===== src/rtl/mask_stats_pkg.sv =====
// Shared definitions for mask_blob_stats: register map, FSM states, ID and widths.
package mask_stats_pkg;

  localparam int COORD_W = 11;
  localparam int COUNT_W = 19;
  localparam int SUM_W   = 28;

  localparam logic [2:0] ADDR_STATUS = 3'd0;
  localparam logic [2:0] ADDR_COUNT  = 3'd1;
  localparam logic [2:0] ADDR_SUM_X  = 3'd2;
  localparam logic [2:0] ADDR_SUM_Y  = 3'd3;
  localparam logic [2:0] ADDR_BB_TL  = 3'd4;
  localparam logic [2:0] ADDR_BB_BR  = 3'd5;
  localparam logic [2:0] ADDR_ID     = 3'd6;
  localparam logic [2:0] ADDR_CTRL   = 3'd7;

  localparam logic [31:0] ID_VALUE = 32'h1234EEE3;

  typedef enum logic [1:0] {
    ST_IDLE  = 2'd0,
    ST_VIDEO = 2'd1,
    ST_SKIP  = 2'd2
  } state_t;

  typedef struct packed {
    logic [COUNT_W-1:0] count;
    logic [SUM_W-1:0]   sum_x;
    logic [SUM_W-1:0]   sum_y;
    logic [COORD_W-1:0] x_min;
    logic [COORD_W-1:0] x_max;
    logic [COORD_W-1:0] y_min;
    logic [COORD_W-1:0] y_max;
  } stats_t;

endpackage


===== src/rtl/mask_stats_accum.sv =====
// Pixel x/y tracking and per-frame hit accumulators. stats_next already
// includes the current beat, so an eop pixel can be latched in its own cycle.
module mask_stats_accum
  import mask_stats_pkg::*;
#(
  parameter logic [COORD_W-1:0] IMAGE_W = 11'd640,
  parameter logic [COORD_W-1:0] IMAGE_H = 11'd480
) (
  input  logic   clk,
  input  logic   reset_n,
  input  logic   clear,
  input  logic   pixel_en,
  input  logic   pixel_bit,
  output stats_t stats_next
);

  logic [COORD_W-1:0] x_q;
  logic [COORD_W-1:0] y_q;
  stats_t             stats_q;
  stats_t             stats_init;
  logic               hit;

  assign hit = pixel_en & pixel_bit & (y_q < IMAGE_H);

  always_comb begin
    stats_init       = '0;
    stats_init.x_min = IMAGE_W - COORD_W'(1);
    stats_init.y_min = IMAGE_H - COORD_W'(1);
  end

  always_comb begin
    stats_next = stats_q;
    if (hit) begin
      stats_next.count = stats_q.count + COUNT_W'(1);
      stats_next.sum_x = stats_q.sum_x + {{(SUM_W-COORD_W){1'b0}}, x_q};
      stats_next.sum_y = stats_q.sum_y + {{(SUM_W-COORD_W){1'b0}}, y_q};
      if (x_q < stats_q.x_min) stats_next.x_min = x_q;
      if (x_q > stats_q.x_max) stats_next.x_max = x_q;
      if (y_q < stats_q.y_min) stats_next.y_min = y_q;
      if (y_q > stats_q.y_max) stats_next.y_max = y_q;
    end
  end

  always_ff @(posedge clk or negedge reset_n) begin
    if (!reset_n) begin
      x_q     <= '0;
      y_q     <= '0;
      stats_q <= '0;
    end else if (clear) begin
      x_q     <= '0;
      y_q     <= '0;
      stats_q <= stats_init;
    end else if (pixel_en) begin
      stats_q <= stats_next;
      if (x_q == IMAGE_W - COORD_W'(1)) begin
        x_q <= '0;
        // y saturates so an overlong frame never wraps back into the image
        if (y_q != '1) y_q <= y_q + COORD_W'(1);
      end else begin
        x_q <= x_q + COORD_W'(1);
      end
    end
  end

endmodule


===== src/rtl/mask_blob_stats.sv =====
// Blob statistics over a masked video stream with an MM register interface.
// Optional build macro MASK_STATS_IRQ_EN adds a registered irq output.
// Stream handshake: a beat transfers when sink_valid & sink_ready; the stream
// is a zero-latency wire-through, so sink_ready simply mirrors source_ready.
module mask_blob_stats
  import mask_stats_pkg::*;
#(
  parameter logic [COORD_W-1:0] IMAGE_W    = 11'd640,
  parameter logic [COORD_W-1:0] IMAGE_H    = 11'd480,
  parameter logic [COUNT_W-1:0] MIN_PIXELS = 19'd16
) (
  input  logic        clk,
  input  logic        reset_n,
  input  logic [23:0] sink_data,
  input  logic        sink_valid,
  input  logic        sink_sop,
  input  logic        sink_eop,
  output logic        sink_ready,
  output logic [23:0] source_data,
  output logic        source_valid,
  output logic        source_sop,
  output logic        source_eop,
  input  logic        source_ready,
  input  logic        s_chipselect,
  input  logic        s_read,
  input  logic        s_write,
  input  logic [2:0]  s_address,
  input  logic [31:0] s_writedata,
  output logic [31:0] s_readdata
`ifdef MASK_STATS_IRQ_EN
  ,
  output logic        irq
`endif
);

  state_t      state_q;
  stats_t      acc_next;
  stats_t      res_q;
  logic        valid_q;
  logic        found_q;
  logic        overrun_q;
  logic [7:0]  frame_cnt_q;
  logic        enable_q;
  logic        irq_en_q;
  logic        accept;
  logic        sop_go;
  logic        pixel_beat;
  logic        pixel_en;
  logic        latch;
  logic        skip_end;
  logic        wr_status;
  logic        wr_ctrl;
  logic [31:0] rd_mux;
  logic [28:0] unused_wdata;

  assign source_data  = sink_data;
  assign source_valid = sink_valid;
  assign source_sop   = sink_sop;
  assign source_eop   = sink_eop;
  assign sink_ready   = source_ready;

  assign accept     = sink_valid & source_ready;
  assign sop_go     = accept & sink_sop & enable_q;
  // With enable low, sop beats are dropped entirely rather than seen as pixels
  assign pixel_beat = accept & ~sink_sop;
  assign pixel_en   = pixel_beat & (state_q == ST_VIDEO);
  assign latch      = pixel_en & sink_eop;
  assign skip_end   = pixel_beat & sink_eop & (state_q == ST_SKIP);
  assign wr_status  = s_chipselect & s_write & (s_address == ADDR_STATUS);
  assign wr_ctrl    = s_chipselect & s_write & (s_address == ADDR_CTRL);
  assign unused_wdata = s_writedata[31:3];

  mask_stats_accum #(
    .IMAGE_W (IMAGE_W),
    .IMAGE_H (IMAGE_H)
  ) u_accum (
    .clk        (clk),
    .reset_n    (reset_n),
    .clear      (sop_go),
    .pixel_en   (pixel_en),
    .pixel_bit  (sink_data[23]),
    .stats_next (acc_next)
  );

  always_ff @(posedge clk or negedge reset_n) begin
    if (!reset_n) begin
      state_q <= ST_IDLE;
    end else if (sop_go) begin
      state_q <= (sink_data[3:0] == 4'h0) ? ST_VIDEO : ST_SKIP;
    end else if (latch || skip_end) begin
      state_q <= ST_IDLE;
    end
  end

  // Result latch takes priority over a software clear in the same cycle
  always_ff @(posedge clk or negedge reset_n) begin
    if (!reset_n) begin
      res_q       <= '0;
      valid_q     <= 1'b0;
      found_q     <= 1'b0;
      overrun_q   <= 1'b0;
      frame_cnt_q <= '0;
    end else if (latch) begin
      res_q       <= acc_next;
      valid_q     <= 1'b1;
      found_q     <= (acc_next.count >= MIN_PIXELS);
      overrun_q   <= overrun_q | valid_q;
      frame_cnt_q <= frame_cnt_q + 8'd1;
    end else if (wr_status) begin
      if (s_writedata[0]) valid_q   <= 1'b0;
      if (s_writedata[2]) overrun_q <= 1'b0;
    end
  end

  always_ff @(posedge clk or negedge reset_n) begin
    if (!reset_n) begin
      enable_q <= 1'b1;
      irq_en_q <= 1'b0;
    end else if (wr_ctrl) begin
      enable_q <= s_writedata[0];
`ifdef MASK_STATS_IRQ_EN
      irq_en_q <= s_writedata[1];
`endif
    end
  end

  always_comb begin
    rd_mux = '0;
    case (s_address)
      ADDR_STATUS: rd_mux = {16'b0, frame_cnt_q, 5'b0, overrun_q, found_q, valid_q};
      ADDR_COUNT:  rd_mux = {{(32-COUNT_W){1'b0}}, res_q.count};
      ADDR_SUM_X:  rd_mux = {{(32-SUM_W){1'b0}}, res_q.sum_x};
      ADDR_SUM_Y:  rd_mux = {{(32-SUM_W){1'b0}}, res_q.sum_y};
      ADDR_BB_TL:  rd_mux = {5'b0, res_q.x_min, 5'b0, res_q.y_min};
      ADDR_BB_BR:  rd_mux = {5'b0, res_q.x_max, 5'b0, res_q.y_max};
      ADDR_ID:     rd_mux = ID_VALUE;
      ADDR_CTRL:   rd_mux = {30'b0, irq_en_q, enable_q};
      default:     rd_mux = '0;
    endcase
  end

  always_ff @(posedge clk or negedge reset_n) begin
    if (!reset_n) begin
      s_readdata <= '0;
    end else if (s_chipselect && s_read) begin
      s_readdata <= rd_mux;
    end
  end

`ifdef MASK_STATS_IRQ_EN
  always_ff @(posedge clk or negedge reset_n) begin
    if (!reset_n) begin
      irq <= 1'b0;
    end else begin
      irq <= valid_q & irq_en_q;
    end
  end
`endif

endmodule


===== config.mk =====
export PLATFORM = sky130hd
export DESIGN_NAME = mask_blob_stats
export DESIGN_NICKNAME = d
export VERILOG_FILES = /design/src/rtl/mask_stats_pkg.sv /design/src/rtl/mask_stats_accum.sv /design/src/rtl/mask_blob_stats.sv
export SDC_FILE = /design/constraint.sdc
export NUM_CORES = 1
export LEC_CHECK = 0
export CELL_PAD_IN_SITES_DETAIL_PLACEMENT = 2
export CELL_PAD_IN_SITES_GLOBAL_PLACEMENT = 2
export CORE_MARGIN = 2
export CORE_UTILIZATION = 34
export DETAILED_ROUTE_END_ITERATION = 7
export GPL_ROUTABILITY_DRIVEN = 0
export PLACE_DENSITY_LB_ADDON = 0.1
export SYNTH_ARGS = -nofsm -noshare
export SYNTH_HDL_FRONTEND = slang
export SYNTH_SLANG_ARGS = --single-unit

===== constraint.sdc =====
create_clock -name clk -period 2.7 [get_ports clk]
set_input_delay 0.81 -clock clk [delete_from_list [all_inputs] [get_ports clk]]
set_output_delay 0.81 -clock clk [all_outputs]
set_load 0.01 [all_outputs]

# [After elaboration in Yosys (flattened, before gate mapping)]
# Cells that the tools add are included.
[word_totals] regBits=306 out_inout_bits=60
[op_classes] bitwise=15 n_reduce_logical=14 order_cmp=6 muxes=24 eq_ne=11 n_addsub=6
[op_table] cell="$mux 119" count=3
[op_table] cell="$pmux 32 s8" count=1
[op_table] cell="$mux 11" count=11
[op_table] cell="$add 28x11->28" count=2
[op_table] cell="$add 11x1->11 const B" count=2
[op_table] cell="$gt 11x11->1" count=2
[op_table] cell="$lt 11x11->1" count=2
[op_table] cell="$add 19x1->19 const B" count=1
[op_table] cell="$ge 19x5->1 const B" count=1
[op_table] cell="$reduce_bool 2->1" count=7
[op_table] cell="$and 1x1->1" count=13
[op_table] cell="$eq 3x3->1 const B" count=4
[op_table] cell="$eq 11x10->1 const B" count=1
[op_table] cell="$lt 11x9->1 const B" count=1
[op_table] cell="$ne 11x11->1 const B" count=1
[op_table] cell="$add 8x1->8 const B" count=1
[op_table] cell="$eq 3x2->1 const B" count=2
[op_table] cell="$mux 1" count=6
[op_table] cell="$mux 2" count=3
[op_table] cell="$logic_not 4->1" count=1
[op_table] cell="$reduce_and 2->1" count=2
[op_table] cell="$eq 3x1->1 const B" count=1
[op_table] cell="$logic_not 3->1" count=1
[op_table] cell="$reduce_and 3->1" count=1
[op_table] cell="other kinds (6)" count=6

# [Longest topological paths before layout]
# Gate-level depths: netlist of run 1.
[depth] depth_word=8 depth_mapped=11 depth_no_buf=10

# [Cells and area by module]
# A second synthesis of run 1 with hierarchy kept.
[unflattened] hier_cells=1831 area_unflattened_um2=17200.2
[by_module_without_submodules] mod="mask_stats_accum" cells_per_inst=999 n_inst=1 seq_area_each_um2=3528.4 area_each_um2=9651.8
[by_module_without_submodules] mod="mask_blob_stats" cells_per_inst=832 n_inst=1 seq_area_each_um2=4055.1 area_each_um2=7548.5

# [Least setup slack after synthesis of run 1]
# Ideal clock, no wire load.
[synth_timing] kind="input port to flip-flop" startpoint="input sink_data[23]" endpoint="register found_q" slack_ns=-0.492 setup_ns=0.124 t_arrival_ns=3.068 stages=8 cell_sequence="or3b_1 or4_1 buf_2 or4_4 nor3_4 xnor2_1 nand4_1 o31a_1"
[synth_between] elab_chain_len=4
[synth_lines] item="start, declared" line_no="mask_blob_stats.sv:14" text="input logic [23:0] sink_data,"
[synth_lines] item="$and 1x1->1 (2 in a row)" line_no="mask_stats_accum.sv:23" text="assign hit = pixel_en & pixel_bit & (y_q < IMAGE_H);"
[synth_lines] item="$mux 119" line_no="mask_stats_accum.sv:33" text="if (hit) begin"
[synth_lines] item="$ge 19x5->1" line_no="mask_blob_stats.sv:106" text="found_q <= (acc_next.count >= MIN_PIXELS);"
[synth_lines] item="end signal, assigned" line_no="mask_blob_stats.sv:106"
[synth_lines] item="end, declared" line_no="mask_blob_stats.sv:40" text="logic found_q;"
# No other way between the ends.
# A chain may end at the register's enable or synchronous reset.

# [Final worst setup path of run 1]
[layout_timing] startpoint="register u_accum.y_q[9]" endpoint="register found_q"
[layout_between] elab_chain_len=4
[layout_lines] item="start, declared" line_no="mask_stats_accum.sv:18" text="logic [COORD_W-1:0] y_q;"
[layout_lines] item="start signal, assigned" line_no="mask_stats_accum.sv:58" text="if (y_q != '1) y_q <= y_q + COORD_W'(1);"
[layout_lines] item="$lt 11x9->1" line_no="mask_stats_accum.sv:23"
[layout_lines] item="$and 1x1->1" line_no="mask_stats_accum.sv:23"
[layout_lines] item="$mux 119" line_no="mask_stats_accum.sv:33"
[layout_lines] item="$ge 19x5->1" line_no="mask_blob_stats.sv:106"
# No other way between the ends.

==> flow_summary.yaml, run 1 <==
critical_path:
  crit_path_end_kind: "register"
  cp_max_fo: 3
  crit_required_ps: 3150
  criticalPathCategory: "reg2reg"
  startpoint_type: "register"
  arrival_ps: 3190
sta:
  whs_ps: 162
  slew-limit-headroom_pct: 43.5
  min_period_ps: 2740
  fin_ws_ps: -39.6
  hold_viol_final: 0
  layout_worst_path_cycle_share_pct: 101
  maxClockFrequency_mhz: 365
  tightest_slew_ps: 826
  setup_viol: 3
  slew_viol_final: 0
  fin_worst_skew_ps: 17.6
  rsz0062_at_grt: "yes"
yosys:
  synth-main-ff-cell: "dfrtp_1"
  synth_top_area_share_pct: 45.4
  ys_warn_count: 1
  yosys-top-cells-count: "302 x dfrtp_1, 281 x nand2_1, 187 x o21ai_0"
  synth_top_cell_by_area: "dfrtp_1"
  synth-seq-cells: 303
  synthCells: 1827
  synth_area_leaders: "dfrtp_1 45%, nand2_1 6.3%, o21ai_0 5.6%"
  synth_most_common_cell: "dfrtp_1"
  async_flop_share_pct: 100
  seq_area_frac_synth_pct: 45.5
  synth.avg_cell_area_um2: 9.12
  ys_types: 68
  synth_edf_count: 0
  syn_area_um2: 16700
routing:
  drt-pass1-iter-count: 5
  drc: 0
  wl_um: 63500
  drtIter0Drc: 728
  avgRoutedWirePerCell_um: 23.6
  postRouteAntennaNets: 0
  via_per_inst: 5.47
  vias: 14733
cts:
  clockRootBuffer: "clkbuf_16"
  cts_max_path_buffers: 3
  htree_levels: 2
  cts_sinks: 303
  cts_made_buffers: 40
  cts_tree: "done"
  clk_latency_ps: 570
  clk_pin_slew_ps: 60
cells_and_area:
  antenna_cells: 0
  final_util_pct: 44.0
  area_growth_pct: 28.3
  finalNetCount: 2178
  drive_above_1_share_pct: 19.3
place:
  port_buffers: 56
  dp_hpwl_um: 47000
  pre_cts_ws_ps: -1020
status:
  violations: "setup timing"
  status: "finished with violations"
pwr:
  ir_worst_vdd_v: 0.000333
  power_mw: 12.3
  power_density_nw_per_um2: 577
  p_leak_nw: 9.82
floorplanning:
  die_h_um: 225
  fp.dieArea_um2: 50800
  core.rowCount: 81
  start_util_pct: 34.3
  die_w_um: 225
  io_pins: 128
  core_um2: 48600
grt:
  antenna_found_initial: 0
  grt_max_degree: 58
  grt_pass1_vias: 16057
  top_usage_layer: "met2"
  grt-ovfl-total: 0
  grt_use_met2_pct: 40.8
  grtUsageMet3_pct: 3.90
  grt_pass1_wl_um: 97300
  grtUsageTotal_pct: 25.1
  grtUsageMet1_pct: 34.4
min_path:
  min-delay-path-class: "in2async"
run:
  cap_violations: 0
## state kept, by name (all words and copies together), names as in the netlist
register and cells:
res_q 119, u_accum.stats_q 119, s_readdata 29, u_accum.x_q 11
u_accum.y_q 11, frame_cnt_q 8, state_q 2, enable_q 1
found_q 1, overrun_q 1, valid_q 1
## cell families after synthesis
logic type / synth area share (%)
simple gates: 17.0
fa+ha+maj: 5.35
buf+inv: 5.57
compound gates: 17.1
flops: 45.5
other cells: 0.0225
xor+xnor: 4.21
mux: 5.29
## report_power, final
part           switching (mW)  total, mW  internal, mW  leakage, nW
Clock                    2.14       5.60          3.46        0.682
Combinational            1.01       1.77         0.751         5.02
Sequential              0.209       4.99          4.78         4.12
## placed cells by master, fill, tap and decap left out, types with 39 or more instances in the layout
master and instances:
inv_1 73, nand3_1 65, dfrtp_1 302, nor2_1 91
ha_1 68, clkbuf_16 44, a21oi_1 63, buf_4 215
nand2_1 279, o21ai_0 180, xor2_1 39, mux2i_1 74
xnor2_1 40, clkdlybuf4s50_1 48
## final timing paths
kind,from,endpoint,depth (start not counted),slack [ps]
setup / recovery,u_accum.y_q[9],found_q,7,-40
hold / removal,reset_n,res_q[111],1,160
setup reg to reg,u_accum.y_q[9],found_q,7,-40
hold reg to reg,frame_cnt_q[7],frame_cnt_q[7],1,470
max in group asynchronous,reset_n,u_accum.stats_q[31],2,1780
min in group clk,frame_cnt_q[7],frame_cnt_q[7],1,470
## area by class of cell
type	instances	area, µm²
Sequential cell	303	7580
Clock buffer	60	1210
Timing Repair Buffer	309	2880
Inverter	73	274
Clock inverter	12	164
Tap cell	622	778
Fill cell	5173	27300
Multi-Input combinational cell	1313	8500
## metrics by stage
step	setup TNS (ps)	instance area (µm²)	cells
after floorplan	-8700	16700	1829
after global placement	-177950	19600	2607
after detailed placement	-188980	19600	2607
after CTS	-25.1	21000	2681
after global routing	-1160	21400	2692
final	-74.9	21400	2692
## layer usage
metal	vias up	share of wire, %
met5	-	0
met1	7628	47
met2	200	47
met4	0	3.1
li1	6808	-
met3	97	3.3
## timing repair
action,4_1_cts,5_1_grt
gates cloned,1,3
resized for setup,25,54
hold buffers,0,0
setup endpoints to repair,215,97
buffers inserted,1,9
pin swaps,5,24
## critical path, cell delays in order (launching register included)
cell     delay [ps]
dfrtp_1         400
or3b_4          410
or4_4           590
or4_4           480
nor3_4          240
xnor2_2         150
nand4_1         110
o31a_1          250
(Power assumes the default switching activity.)
==> run 2: changes to the inputs <==
SYNTH_HIERARCHICAL = 1   (was not set)
==> run 2 against run 1 <==
Effect of this change:
- the run still ends with setup timing left
- final cell count grew 0.82%
- total power shrank 3.7%
- clock skew shrank 1.5 ps
- wire length shrank 3.7%
- critical path type unchanged
- largest cell class unchanged
- setup slack lost 46 ps
- maximum frequency shrank 1.7%
- cell area shrank 0.22%
- critical endpoint unchanged
- synthesized area grew 3.2%
==> flow_summary.yaml, run 2 <==
yosys:
  synth.avg_cell_area_um2: 9.39
  yosys-top-cells-count: "447 x nand2_1, 302 x dfrtp_1, 75 x nor2_1"
  ys_types: 93
  async_flop_share_pct: 100
  synth-simple-area-share_pct: 22.9
  syn_area_um2: 17200
  synth-seq-cells: 303
  synth-main-ff-cell: "dfrtp_1"
  synth_top_area_share_pct: 43.9
  synth_most_common_cell: "nand2_1"
  synth-compound-area-share_pct: 10.6
  synth_top_cell_by_area: "dfrtp_1"
  synth_fa_ha_area_share_pct: 5.18
  synth_top_family_by_area: "simple AND/OR/NAND/NOR gates"
  seq_area_frac_synth_pct: 44.1
  synth_area_leaders: "dfrtp_1 44%, nand2_1 9.8%, ha_1 4.9%"
  synthCells: 1831
  synth_xor_area_share_pct: 4.27
  synth.area.mux_share_pct: 6.97
  ys_warn_count: 8
  synth_edf_count: 0
place:
  numPlacedInstances: 2630
  dp_hpwl_um: 44000
  dpl_cell_area_um2: 19700
  port_buffers: 56
critical_path:
  critPathBufInv: 0
  critPathTopFamily: "simple AND/OR/NAND/NOR gates"
  crit_path_end_kind: "register"
  criticalPathCategory: "reg2reg"
  startpoint_type: "register"
  cp_max_fo: 7
  arrival_ps: 3240
  cpMaxStageDelayCell: "or4_4"
  cpPeakStageDelay_ps: 580
  path_cells: "nand4_2 -> and2_4 -> nand2_4 -> nor3_4 -> xor2_1 -> or4_4 -> nor4_4 -> a31oi_1 -> a21o_1"
  crit_required_ps: 3150
grt:
  grt_pass1_wl_um: 95100
  grt_max_degree: 87
  antenna_found_initial: 1
  grtUsageTotal_pct: 23.5
  grt-ovfl-total: 0
  grt_pass1_vias: 15775
routing:
  via_per_inst: 5.19
  avgRoutedWirePerCell_um: 22.5
  drc: 0
  drt-pass1-iter-count: 4
  met3_length_um: 1610
  wl_met1_um: 27600
  met2_length_um: 30500
  drtIter0Drc: 686
  vias: 14076
  postRouteAntennaNets: 0
  wl_um: 61200
  dr.max_layer_used: "met5"
floorplanning:
  die_w_um: 229
  fp.dieArea_um2: 52400
  io_pins: 128
  start_util_pct: 34.4
  core_um2: 50100
  die_h_um: 229
  core.rowCount: 82
cells_and_area:
  area_growth_pct: 24.0
  layout_common_cells: "444 x nand2_1, 296 x dfrtp_1, 182 x buf_4"
  final_common_cell: "nand2_1"
  post-route-cell-area_um2: 21300
  seqCellArea_um2: 7590
  finalNetCount: 2152
  largestRegisters: "res_q: 119 flops, u_accum/stats_q: 119 flops, s_readdata: 29 flops"
  n_fill_cell: 5425
  layout.cells.non_filler: 2714
  multi_input_area_um2: 8890
  drive_above_1_share_pct: 20.4
sta:
  fin_ws_ps: -85.9
  slew_viol_final: 0
  tightest_slew_ps: 585
  setup_viol: 1
  maxClockFrequency_mhz: 359
  rsz0062_at_grt: "yes"
  layout_worst_path_cycle_share_pct: 103
  fin_worst_skew_ps: 16.1
  hold_viol_final: 0
  slew-limit-headroom_pct: 61.0
  min_period_ps: 2790
cts:
  ctsHoldBuffers: 0
  clockRootBuffer: "clkbuf_16"
  htree_levels: 2
  clk_latency_ps: 560
  cts_max_path_buffers: 3
  clk_pin_slew_ps: 60
  cts_tree: "done"
  cts_sinks: 303
  cts_made_buffers: 38
pwr:
  ir_worst_vdd_v: 0.000459
  power_density_nw_per_um2: 557
  p_leak_nw: 10.6
min_path:
  min-delay-path-class: "in2async"
status:
  status: "finished with violations"
  violations: "setup timing"
run:
  cap_violations: 0
[run 2: cell types whose count changed in the layout (fill, tap and decap cells not counted), sizes merged, moves of 14 or more]
cell	before	now
mux2	8	62
or2	4	23
nor3	42	13
buf	254	214
inv	73	58
nor2b	17	75
mux2i	79	44
o21ai	210	40
nand3	68	44
nor2	98	77
nand2	281	450
a22o	22	2
nand2b	17	45
a31oi	27	13
[run 2: area by class of cell]
class	instances	share of cell area [%]
well taps	672	3.94
clock buffers	54	5.40
clock inverters	13	0.803
multi-input cells	1345	41.7
inverters	58	1.03
diodes	1	0.0117
repair buffers	268	11.6
flip-flops and latches	303	35.6
[run 2: per-layer routing]
layer | global-route usage, % | vias to the layer above
met1 | 30.5 | 7282
met5 | 0 | -
li1 | - | 6535
met4 | 6.29 | 2
met3 | 2.94 | 79
met2 | 41.3 | 178
[run 2: path summary, 6_finish.rpt]
kind	start	endpoint	slack, ps	depth (start not counted)
worst min register to register	res_q[65]	res_q[65]	470	2
worst max-delay path	u_accum/y_q[8]	found_q	-90	9
worst max register to register	u_accum/y_q[8]	found_q	-90	9
worst min-delay path	reset_n	u_accum/stats_q[6]	140	1
max in group asynchronous	reset_n	s_readdata[23]	1760	2
min in group clk	res_q[65]	res_q[65]	470	2
[run 2: cells by family (layout without fill, tap and decap cells)]
| kind of cell | Yosys count | after routing |
|---|---|---|
| other | 1 | 4 |
| XOR/XNOR | 83 | 83 |
| buffers and inverters | 185 | 393 |
| adder cells (fa/ha/maj) | 70 | 70 |
| flip-flops | 303 | 303 |
| AO/OA/AOI/OAI | 252 | 252 |
| AND/OR/NAND/NOR | 831 | 831 |
| multiplexers | 106 | 106 |
[run 2: worst register-to-register path, cell delays in order, from the launching register on]
cell,delay (ps)
dfrtp_1,560
nand4_2,400
and2_4,300
nand2_4,100
nor3_4,40
xor2_1,180
or4_4,580
nor4_4,250
a31oi_1,120
a21o_1,160
[run 2: repair_timing]
action,in CTS,in global routing
buffers inserted,3,14
setup endpoints to repair,109,65
gates cloned,0,1
pin swaps,12,23
resized for setup,17,43
[run 2: report_power, final]
| part | internal, mW | total, mW | switching, mW |
|---|---|---|---|
| clock | 3.34 | 5.44 | 2.10 |
| sequential | 4.74 | 4.90 | 0.158 |
| combinational | 0.704 | 1.55 | 0.844 |
[run 2: metrics by stage]
| step | hold WS [ps] | power [mW] | setup slack (ps) | util [%] | setup TNS [ps] |
|---|---|---|---|---|---|
| floorplan | 438 | 5.74 | -309 | - | -313 |
| global route | 143 | 12.4 | -172 | 42.6 | -228 |
| CTS | 129 | 12.1 | -31.6 | 42.1 | -31.6 |
| global placement | 453 | 6.42 | -886 | 39.2 | -112610 |
| finish | 140 | 11.9 | -85.9 | 42.6 | -85.9 |
| detailed placement | 461 | 6.50 | -968 | 39.2 | -124070 |
==> run 3: changes to the inputs <==
RECOVER_POWER = 50   (was not set)
==> run 3 against run 2 <==
Effect of this change:
- the run ends with capacitance limit, slew limit, setup timing left
- die area stayed put
- global-route usage stayed put
- largest cell class unchanged
- total power hardly changed
- largest power group unchanged
- combinational power hardly changed
- clock power hardly changed
- register-to-register slack hardly changed
==> flow_summary.yaml, run 3 (synthesis gave the netlist of run 2 again) <==
status:
  status: "finished with violations"
  violations: "capacitance limit, slew limit, setup timing"
cts:
  clockRootBuffer: "clkbuf_16"
  cts_made_buffers: 38
  clk_latency_ps: 560
  htree_levels: 2
  clk_pin_slew_ps: 60
  cts_max_path_buffers: 3
  cts_tree: "done"
  ctsHoldBuffers: 0
  cts_sinks: 303
sta:
  maxClockFrequency_mhz: 359
  rsz0062_at_grt: "yes"
  tightest_slew_ps: 2100
  fin_worst_skew_ps: 16.0
  hold_viol_final: 0
  slew-limit-headroom_pct: -39.9
  tns_ps: -96.2
  layout_worst_path_cycle_share_pct: 103
  slew_viol_final: 31
  fin_ws_ps: -85.4
  setup_viol: 2
  min_period_ps: 2790
pwr:
  power_mw: 11.9
  ir_worst_vdd_v: 0.000459
  power_density_nw_per_um2: 557
  p_leak_nw: 10.6
routing:
  vias: 14059
  drc: 0
  avgRoutedWirePerCell_um: 22.5
  via_per_inst: 5.18
  drtIter0Drc: 671
  postRouteAntennaNets: 0
  drt-pass1-iter-count: 4
  wl_um: 61200
floorplanning:
  fp.dieArea_um2: 52400
  core.rowCount: 82
  io_pins: 128
  core_um2: 50100
  die_h_um: 229
  start_util_pct: 34.4
  die_w_um: 229
critical_path:
  critPathBufInv: 0
  criticalPathCategory: "reg2reg"
  path_cells: "nand4_2 -> and2_4 -> nand2_4 -> nor3_4 -> xor2_1 -> or4_4 -> nor4_4 -> a31oi_1 -> a21o_1"
  arrival_ps: 3240
  cpPeakStageDelay_ps: 580
  crit_path_end_kind: "register"
  rrSetupSlack_ps: -90
  rr_endpoint: "found_q"
  startpoint_type: "register"
  critPathTopFamily: "simple AND/OR/NAND/NOR gates"
  r2r-start: "u_accum/y_q[8]"
  cp_max_fo: 7
  cpMaxStageDelayCell: "or4_4"
  ff2ff_path_depth: 9
  crit_required_ps: 3150
place:
  pre_cts_ws_ps: -968
  port_buffers: 56
  dp_hpwl_um: 44000
cells_and_area:
  seqCellArea_um2: 7590
  multi_input_area_um2: 8890
  layout_common_cells: "444 x nand2_1, 296 x dfrtp_1, 180 x buf_4"
  final_common_cell: "nand2_1"
  n_fill_cell: 5428
  area_growth_pct: 24.0
  finalNetCount: 2152
  largestRegisters: "res_q: 119 flops, u_accum/stats_q: 119 flops, s_readdata: 29 flops"
  drive_above_1_share_pct: 20.3
min_path:
  hold_start: "res_q[65]"
  hold_end: "res_q[65]"
  whs_path_depth: 2
  min-delay-path-class: "reg2reg"
grt:
  grt_max_degree: 87
  grtUsageTotal_pct: 23.5
  grt_pass1_wl_um: 95100
  grt_pass1_vias: 15775
  antenna_found_initial: 1
  grt-ovfl-total: 0
run:
  cap_violations: 1
[run 3: worst register-to-register path, stage by stage, from the launching register on]
cell     delay, ps
dfrtp_1        560
nand4_2        400
and2_4         300
nand2_4        100
nor3_4          40
xor2_1         180
or4_4          580
nor4_4         250
a31oi_1        120
a21o_1         160
[run 3: stage by stage]
stage	std cells	instance area, µm²	hold WS [ps]	util [%]
after global routing	2713	21300	508	42.6
after global placement	2630	19700	453	39.2
final	2714	21300	470	42.6
after CTS	2700	21100	129	42.1
after floorplan	1833	17200	438	-
after detailed placement	2630	19700	461	39.2
[run 3: repair_timing]
| item | in CTS | in global routing |
|---|---|---|
| setup buffers | 3 | 14 |
| gates cloned | 0 | 1 |
| gates resized for setup | 17 | 43 |
| pin swaps | 12 | 23 |
| endpoints found under the setup margin | 109 | 65 |
[run 3: worst max-delay path by stage]
stage / to / slack [ps] / cells past startpoint / start
final: found_q / -90 / 9 / u_accum/y_q[8]
after global routing: found_q / -170 / 12 / state_q[1]
after detailed placement: found_q / -970 / 13 / sink_sop
after global placement: found_q / -890 / 13 / sink_sop
after CTS: found_q / -30 / 11 / sink_data[23]
after floorplan: found_q / -310 / 13 / sink_sop
[run 3: cell type report]
class                      count  area share, %
antenna                        1         0.0117
clock buffer                  54           5.40
clock inverter                13          0.804
inverter                      58           1.03
multi-input combinational   1345           41.7
sequential                   303           35.6
tap                          672           3.94
timing repair buffer         268           11.5
[run 3: per-layer routing]
layer / vias to the layer above / global-route usage, % / part of all wire (%)
li1: 6534 / - / -
met1: 7268 / 30.5 / 45
met2: 178 / 41.3 / 50
met3: 77 / 2.94 / 2.7
met4: 2 / 6.29 / 2.3
met5: - / 0 / 0.021
[run 3: power breakdown]
group	internal, mW	switching, mW
sequential	4.74	0.158
clock	3.34	2.10
combinational	0.702	0.844
total	8.79	3.10
